`src/rtl/arbitro_mux4_pkg.sv`:
```
`default_nettype none
// ============================================================================
// Module   : arbitro_mux4_pkg
// Brief    : Shared types and helpers for the 4-way round-robin line arbiter.
// Revision : 1.0
// ============================================================================
package arbitro_mux4_pkg;

    localparam int unsigned N_REQ = 4;
    localparam int unsigned SEL_W = 2;

    typedef enum logic [0:0] {
        IDLE  = 1'b0,
        GRANT = 1'b1
    } state_t;

    function automatic logic [N_REQ-1:0] onehot(input logic [SEL_W-1:0] i);
        return N_REQ'(1) << i;
    endfunction

endpackage
`default_nettype wire

```
`src/rtl/rr_pick4.sv`:
```
`default_nettype none
// ============================================================================
// Module   : rr_pick4
// Brief    : Combinational round-robin pick: first set req bit from ptr, wrapping.
// Revision : 1.0
// ============================================================================
module rr_pick4
    import arbitro_mux4_pkg::*;
(
    input  logic [N_REQ-1:0] req,
    input  logic [SEL_W-1:0] ptr,
    output logic             found,
    output logic [SEL_W-1:0] idx
);

    // Scan from the farthest offset down so the offset closest to ptr wins.
    always_comb begin
        found = 1'b0;
        idx   = ptr;
        for (int k = N_REQ - 1; k >= 0; k--) begin
            if (req[ptr + SEL_W'(k)]) begin
                found = 1'b1;
                idx   = ptr + SEL_W'(k);
            end
        end
    end

endmodule
`default_nettype wire

```
`src/rtl/arbitro_mux4.sv`:
```
`default_nettype none
// ============================================================================
// Module   : arbitro_mux4
// Brief    : Round-robin arbiter sequencing a 4:1 select onto a registered line.
// Revision : 1.0
// ============================================================================
module arbitro_mux4
    import arbitro_mux4_pkg::*;
#(
    parameter int unsigned MAX_HOLD  = 4,
    parameter int unsigned PRIO_INIT = 0
)
(
    input  logic             clk,
    input  logic             rst_n,
    input  logic [N_REQ-1:0] req,
    input  logic [N_REQ-1:0] A,
    output logic [SEL_W-1:0] sel,
    output logic [N_REQ-1:0] gnt,
    output logic             B,
    output logic             busy
);

    localparam int unsigned      HOLD_W      = $clog2(MAX_HOLD + 1);
    localparam logic [HOLD_W-1:0] c_max_hold  = HOLD_W'(MAX_HOLD);
    localparam logic [SEL_W-1:0]  c_prio_init = SEL_W'(PRIO_INIT);

    state_t            r_state;
    logic [SEL_W-1:0]  r_ptr;
    logic [HOLD_W-1:0] r_hold;

    logic              w_release;
    logic              w_found;
    logic [SEL_W-1:0]  w_next_ptr;
    logic [SEL_W-1:0]  w_pick_ptr;
    logic [SEL_W-1:0]  w_idx;

    assign w_release  = !req[sel] || (r_hold == c_max_hold);
    assign w_next_ptr = sel + SEL_W'(1);
    // In GRANT the search only matters on release, where it starts past the holder.
    assign w_pick_ptr = (r_state == GRANT) ? w_next_ptr : r_ptr;

    rr_pick4 u_pick (
        .req   (req),
        .ptr   (w_pick_ptr),
        .found (w_found),
        .idx   (w_idx)
    );

    always_ff @(posedge clk or negedge rst_n) begin
        if (!rst_n) begin
            r_state <= IDLE;
            r_ptr   <= c_prio_init;
            r_hold  <= '0;
            sel     <= '0;
            gnt     <= '0;
            B       <= 1'b0;
            busy    <= 1'b0;
        end else begin
            case (r_state)
                IDLE: begin
                    B <= 1'b0;
                    if (w_found) begin
                        r_state <= GRANT;
                        sel     <= w_idx;
                        gnt     <= onehot(w_idx);
                        r_hold  <= HOLD_W'(1);
                        busy    <= 1'b1;
                    end else begin
                        gnt     <= '0;
                        busy    <= 1'b0;
                    end
                end
                GRANT: begin
                    if (w_release) begin
                        r_ptr <= w_next_ptr;
                        if (w_found) begin
                            sel    <= w_idx;
                            gnt    <= onehot(w_idx);
                            r_hold <= HOLD_W'(1);
                            B      <= A[sel];
                        end else begin
                            r_state <= IDLE;
                            gnt     <= '0;
                            busy    <= 1'b0;
                            B       <= 1'b0;
                        end
                    end else begin
                        r_hold <= r_hold + HOLD_W'(1);
                        B      <= A[sel];
                    end
                end
                default: begin
                    r_state <= IDLE;
                    gnt     <= '0;
                    busy    <= 1'b0;
                    B       <= 1'b0;
                end
            endcase
        end
    end

endmodule
`default_nettype wire

```
`config.mk`:
```
export PLATFORM = sky130hd
export DESIGN_NAME = arbitro_mux4
export DESIGN_NICKNAME = d
export VERILOG_FILES = /design/src/rtl/arbitro_mux4_pkg.sv /design/src/rtl/rr_pick4.sv /design/src/rtl/arbitro_mux4.sv
export SDC_FILE = /design/constraint.sdc
export NUM_CORES = 1
export LEC_CHECK = 0
export CORE_MARGIN = 10
export CORE_UTILIZATION = 45
export DETAILED_ROUTE_END_ITERATION = 8
export PLACE_DENSITY = 0.72
export SLEW_MARGIN = 5
export SYNTH_ARGS = -nofsm -noshare
export SYNTH_HDL_FRONTEND = slang
export SYNTH_HIERARCHICAL = 1
export SYNTH_SLANG_ARGS = --single-unit
```
`constraint.sdc`:
```
create_clock -name clk -period 3.12 [get_ports clk]
set_clock_uncertainty 0.05 [all_clocks]
set_input_delay 0.936 -clock clk [delete_from_list [all_inputs] [get_ports clk]]
set_output_delay 0.936 -clock clk [all_outputs]
set_load 0.02 [all_outputs]
```
Yosys cells after proc, flatten, opt, wreduce, memory -nomap -nowiden
Index checks and enable logic that the tools add are counted.
{"block": "word_totals", "regBits": 14, "latch_bits": 0, "ram_bits": 0, "mem_bits_ro": 0, "inputBits": 10, "out_inout_bits": 8, "word_cells": 65, "mem_count": 0}
{"block": "classes", "n_addsub": 5, "mul": 0, "div_mod_pow": 0, "n_lt_le_gt_ge": 5, "n_eq_ne": 3, "n_shift": 1, "muxes": 39, "n_bitwise": 1, "n_reduce_logical": 4}
{"operator": "$mux W1", "n": 16}
{"operator": "$lt A2 B3 Y1 const B", "n": 5}
{"operator": "$mux W2", "n": 7}
{"operator": "$bmux W1 S2", "n": 6}
{"operator": "$mux W4", "n": 2}
{"operator": "$pmux W4 S2", "n": 1}
{"operator": "$mux W3", "n": 2}
{"operator": "$pmux W1 S2", "n": 3}
{"operator": "$pmux W3 S2", "n": 1}
{"operator": "$add A2 B1 Y2 const B", "n": 2}
{"operator": "$add A2 B2 Y2 const B", "n": 2}
{"operator": "$pmux W2 S2", "n": 1}
{"operator": "$reduce_and A2 Y1", "n": 2}
{"operator": "$shl A1 B2 Y4 const A", "n": 1}
{"operator": "$add A3 B1 Y3 const B", "n": 1}
{"operator": "$eq A3 B3 Y1 const B", "n": 1}
{"operator": "$ne A2 B1 Y1 const B", "n": 1}
{"operator": "$ne A2 B2 Y1 const B", "n": 1}
{"operator": "$logic_not A1 Y1", "n": 1}
{"operator": "$logic_or A1 B1 Y1", "n": 1}
{"operator": "$not A1 Y1", "n": 1}

Longest topological paths before layout
Gate-level depths: netlist (run 1).
{"block": "depth", "ltp_word": 13, "mapped_depth": 9, "depth_no_buf": 8}

Cells and area by module
Netlist (run 1), hierarchy kept.
{"module": "arbitro_mux4", "instances": 1, "cells_each": 61, "area_per_inst_um2": 733.2, "seq_area_each_um2": 350.3}
{"module": "rr_pick4", "instances": 1, "cells_each": 16, "area_per_inst_um2": 100.1, "seq_area_each_um2": 0.0}

Worst setup path after synthesis (run 1)
No wires, ideal clock.
{"block": "synth_timing", "path_kind": "input-to-reg", "start": "input req[0]", "end": "register gnt[1]", "setup_time_ns": 0.125, "t_arrival_ns": 2.124, "t_required_ns": 2.945, "path_slack_ns": 0.821, "cell_stages": 5, "n_path_buf": 0, "cell_sequence": "and2b_2 or4_1 nand2_1 and3b_1 mux2_2"}
{"block": "synth_via", "elab_chain_cells": 10, "word_cells_on_any_way": 25, "cone_classes": "1 x eq/ne; 1 x shift; 21 x mux; 2 x reduce/logical"}
{"element": "start: declaration", "line": "arbitro_mux4.sv:16", "rtl": "input logic [N_REQ-1:0] req,"}
{"element": "$bmux W1 S2", "line": "rr_pick4.sv:21", "rtl": "if (req[ptr + SEL_W'(k)]) begin"}
{"element": "$mux W1 (not written as such)", "line": "rr_pick4.sv:21"}
{"element": "$mux W2 (3 in series)", "line": "rr_pick4.sv:21"}
{"element": "$mux W2 (*)", "line": "rr_pick4.sv:21"}
{"element": "named net w_idx[1]", "line": "arbitro_mux4.sv:36", "rtl": "logic [SEL_W-1:0] w_idx;"}
{"element": "$shl A1 B2 Y4 (*)", "line": "arbitro_mux4_pkg.sv:18", "rtl": "return N_REQ'(1) << i;"}
{"element": "$mux W4 (*)", "line": "arbitro_mux4.sv:63, arbitro_mux4.sv:77"}
{"element": "$mux W4", "line": "arbitro_mux4.sv:75", "rtl": "if (w_release) begin"}
{"element": "$pmux W4 S2 (*)", "line": "arbitro_mux4.sv:60", "rtl": "case (r_state)"}
{"element": "end signal: assignment", "line": "arbitro_mux4.sv:66", "rtl": "gnt <= onehot(w_idx);"}
{"element": "end signal: assignment", "line": "arbitro_mux4.sv:79", "rtl": "gnt <= onehot(w_idx);"}
{"element": "end: declaration", "line": "arbitro_mux4.sv:19", "rtl": "output logic [N_REQ-1:0] gnt,"}
The timed path passes the listed nets; every way through them passes the cells marked *. The select of a mux whose other input is x is not followed.
A chain may end at the register's enable or synchronous reset.

Worst setup path in the final report (run 1)
{"block": "layout_timing", "start": "input req[3]", "end": "register gnt[1]"}
Same word-level chain as after synthesis.

==> results.yml, run 1 <==
run_status:
  status: "complete, no violations"
yosys:
  synthMuxAreaShare: 0.164
  async_reset_ff_frac: 1.00
  synth-simple-area-share: 0.176
  synth_top_family_by_area: "simple AND/OR/NAND/NOR gates"
  syn_area_per_cell_um2: 10.8
  synth_warnings: 6
  synth_fa_ha_area_frac: 0.0300
  synth_flop_cell: "dfrtp_1"
  syn-instance-count: 77
  syn_nets: 89
  yosysUniqueCellTypes: 28
  ys_ff_latch: 14
  synth_edf_count: 0
  ys_seq_area_frac: 0.420
  syn_area_um2: 833
  synthXorXnorAreaFrac: 0.0105
  synth-compound-area-share: 0.150
worst_setup_path:
  critical_path.endpoint_type: "flip-flop"
  cp_cell_sequence: "clkdlybuf4s50_1 > and3b_1 > or4_1 > nand2_1 > and3b_1 > mux2_2"
  path_class: "primary input to flip-flop"
  startpoint_type: "primary input"
  crit_family: "simple AND/OR/NAND/NOR gates"
  critPathRequiredTime_ns: 3.23
  path_max_fanout: 7
  max_stage_delay_ns: 0.57
  arrival_ns: 2.79
  crit_buf_inv: 1
  slowest_stage: "clkdlybuf4s50_1"
  crit_top_cell: "and3b_1"
die:
  fp-row-count: 15
  die_area_mm2: 0.00397
  ios: 18
  die_h_um: 63.0
  core_mm2: 0.00175
  die_w_um: 63.0
  initial_core_util: 0.477
sta:
  fmax_mhz: 373
  final.period_utilization: 0.858
  fin_tns_setup_ns: 0
  final_max_slew_viol_count: 0
  fin_crit_ns: 2.68
  max-slew-margin-rel: 0.572
  rsz0062_at_grt: "no"
  finalHoldViolCount: 0
  worst_slew_pin_slew_ns: 0.640
  finalSetupViolations: 0
  hold-worst-slack_ns: 0.470
worst_hold_path:
  hp-class: "flip-flop to flip-flop"
global_routing:
  grt_pass1_vias: 639
  grt-ovfl-total: 0
  grt_usage: 0.0893
  grt_max_degree: 15
  grt_pass1_wl_mm: 2.95
  antenna_found_initial: 0
power:
  vdd_drop_max_mv: 0.508
  fin_total_pwr_mw: 1.03
  power_density_mw_per_mm2: 975
  leakagePower_nw: 0.505
finish:
  fill_cells: 160
  final_cell_mix: "17 x clkdlybuf4s50_1, 14 x dfrtp_1, 7 x nor2_1, 7 x a21oi_1, 7 x inv_1"
  multiInputGateArea_um2: 442
  layout-drive-gt1-share: 0.198
  synthToLayoutAreaGrowth_pct: 26.7
  nets: 109
  antenna_cells: 0
  final_common_cell: "clkdlybuf4s50_1"
  seqCellArea_um2: 350
  design_area_mm2: 0.00106
cts:
  clockRootBuffer: "clkbuf_4"
  cts_max_path_buffers: 2
  clk_latency_ns: 0.28
  clkTransAtPathRegs_ns: 0.09
  cts-hold-fix-buffers: 0
  cts-resized-gates: 0
  cts_setup_buffers: 0
  cts_sinks: 14
  cts_max_level: 1
  cts_buffers: 3
  cts_tree: "done"
detailed_routing:
  drt-initial-drc-count: 25
  postRouteWirelength_mm: 1.80
  drc_errors: 0
  drt_first_pass_iters: 4
  vias_per_cell: 5.21
  wl_per_cell_um: 14.9
  postRouteAntennaNets: 0
  via_count: 630
placement:
  globalplace.congestion: 0.714
  place_area_mm2: 0.00102
  io_buffers: 17
  dp.final_hpwl_mm: 1.37
flow_run:
  maxCapViolations: 0
synthesized netlist by cell type (6+ instances only):
master | instances | area [um^2]
nand2_1 | 6 | 22.5
dfrtp_1 | 14 | 350
a21oi_1 | 7 | 35.0
inv_1 | 7 | 26.3
nor2_1 | 7 | 26.3
mux2_2 | 6 | 67.6
logic make-up (layout without fill, tap and decap cells):
kind of cell	after synthesis	after routing
and+or+nand+nor	25	25
AOI/OAI and AO/OA	16	16
DFF	14	14
muxes	10	10
buffers and inverters	9	28
adders and majority gates	2	2
xor gates and xnor gates	1	1
worst paths after layout:
path / from / to / slack (ns) / depth (start not counted)
max: req[3] / gnt[1]$_DFFE_PN0P_ / 0.44 / 6
min: busy$_DFFE_PN0P_ / busy$_DFFE_PN0P_ / 0.47 / 2
max reg2reg: r_state$_DFF_PN0_ / gnt[1]$_DFFE_PN0P_ / 0.77 / 7
min reg2reg: busy$_DFFE_PN0P_ / busy$_DFFE_PN0P_ / 0.47 / 2
max in group asynchronous: rst_n / r_hold[0]$_DFF_PN0_ / 1.61 / 1
min in group asynchronous: rst_n / r_ptr[1]$_DFFE_PN0P_ / 1.00 / 1
per-layer routing:
layer / GRT usage / wire, um / vias to the layer above
met2: 0.160 / 867 / 12
li1: - / - / 314
met1: 0.0919 / 813 / 302
met3: 0.0484 / 110 / 2
met4: 0.00838 / 8 / 0
met5: 0 / 0 / -
power breakdown:
part | internal, mW | total, mW | leakage [nW] | switching (mW)
logic | 0.298 | 0.577 | 0.317 | 0.279
registers | 0.260 | 0.323 | 0.167 | 0.0635
clock network | 0.0709 | 0.129 | 0.0210 | 0.0581
total | 0.629 | 1.03 | 0.505 | 0.401
cell type report:
type | count | share of cell area
Multi-Input combinational cell | 54 | 0.418
Sequential cell | 14 | 0.332
Timing Repair Buffer | 17 | 0.161
Clock buffer | 4 | 0.0344
Tap cell | 25 | 0.0296
Inverter | 7 | 0.0249
registers in the layout (all words and copies together) (netlist names):
register,count
gnt,4
r_hold,3
r_ptr,2
sel,2
B,1
busy,1
r_state,1
worst reg2reg max path: cells and delay by family (launching register included):
family	cells	cell delay [ns]
simple gates	5	1.20
flops	1	0.51
mux	1	0.25
compound gates	1	0.23
stage by stage:
step	utilization	cells	worst slack (ns)
2_1_floorplan	-	77	0.821
3_3_place_gp	0.584	117	0.235
3_5_place_dp	0.584	117	0.150
4_1_cts	0.605	121	0.452
5_1_grt	0.605	121	0.378
6_report	0.605	121	0.442
(Power assumes the default switching activity.)
==> inputs of run 2 (changes only) <==
- CTS_CLUSTER_DIAMETER: unset -> 50
==> results of run 2 <==
No change in the layout: final DEF, timing and power equal those of run 1.
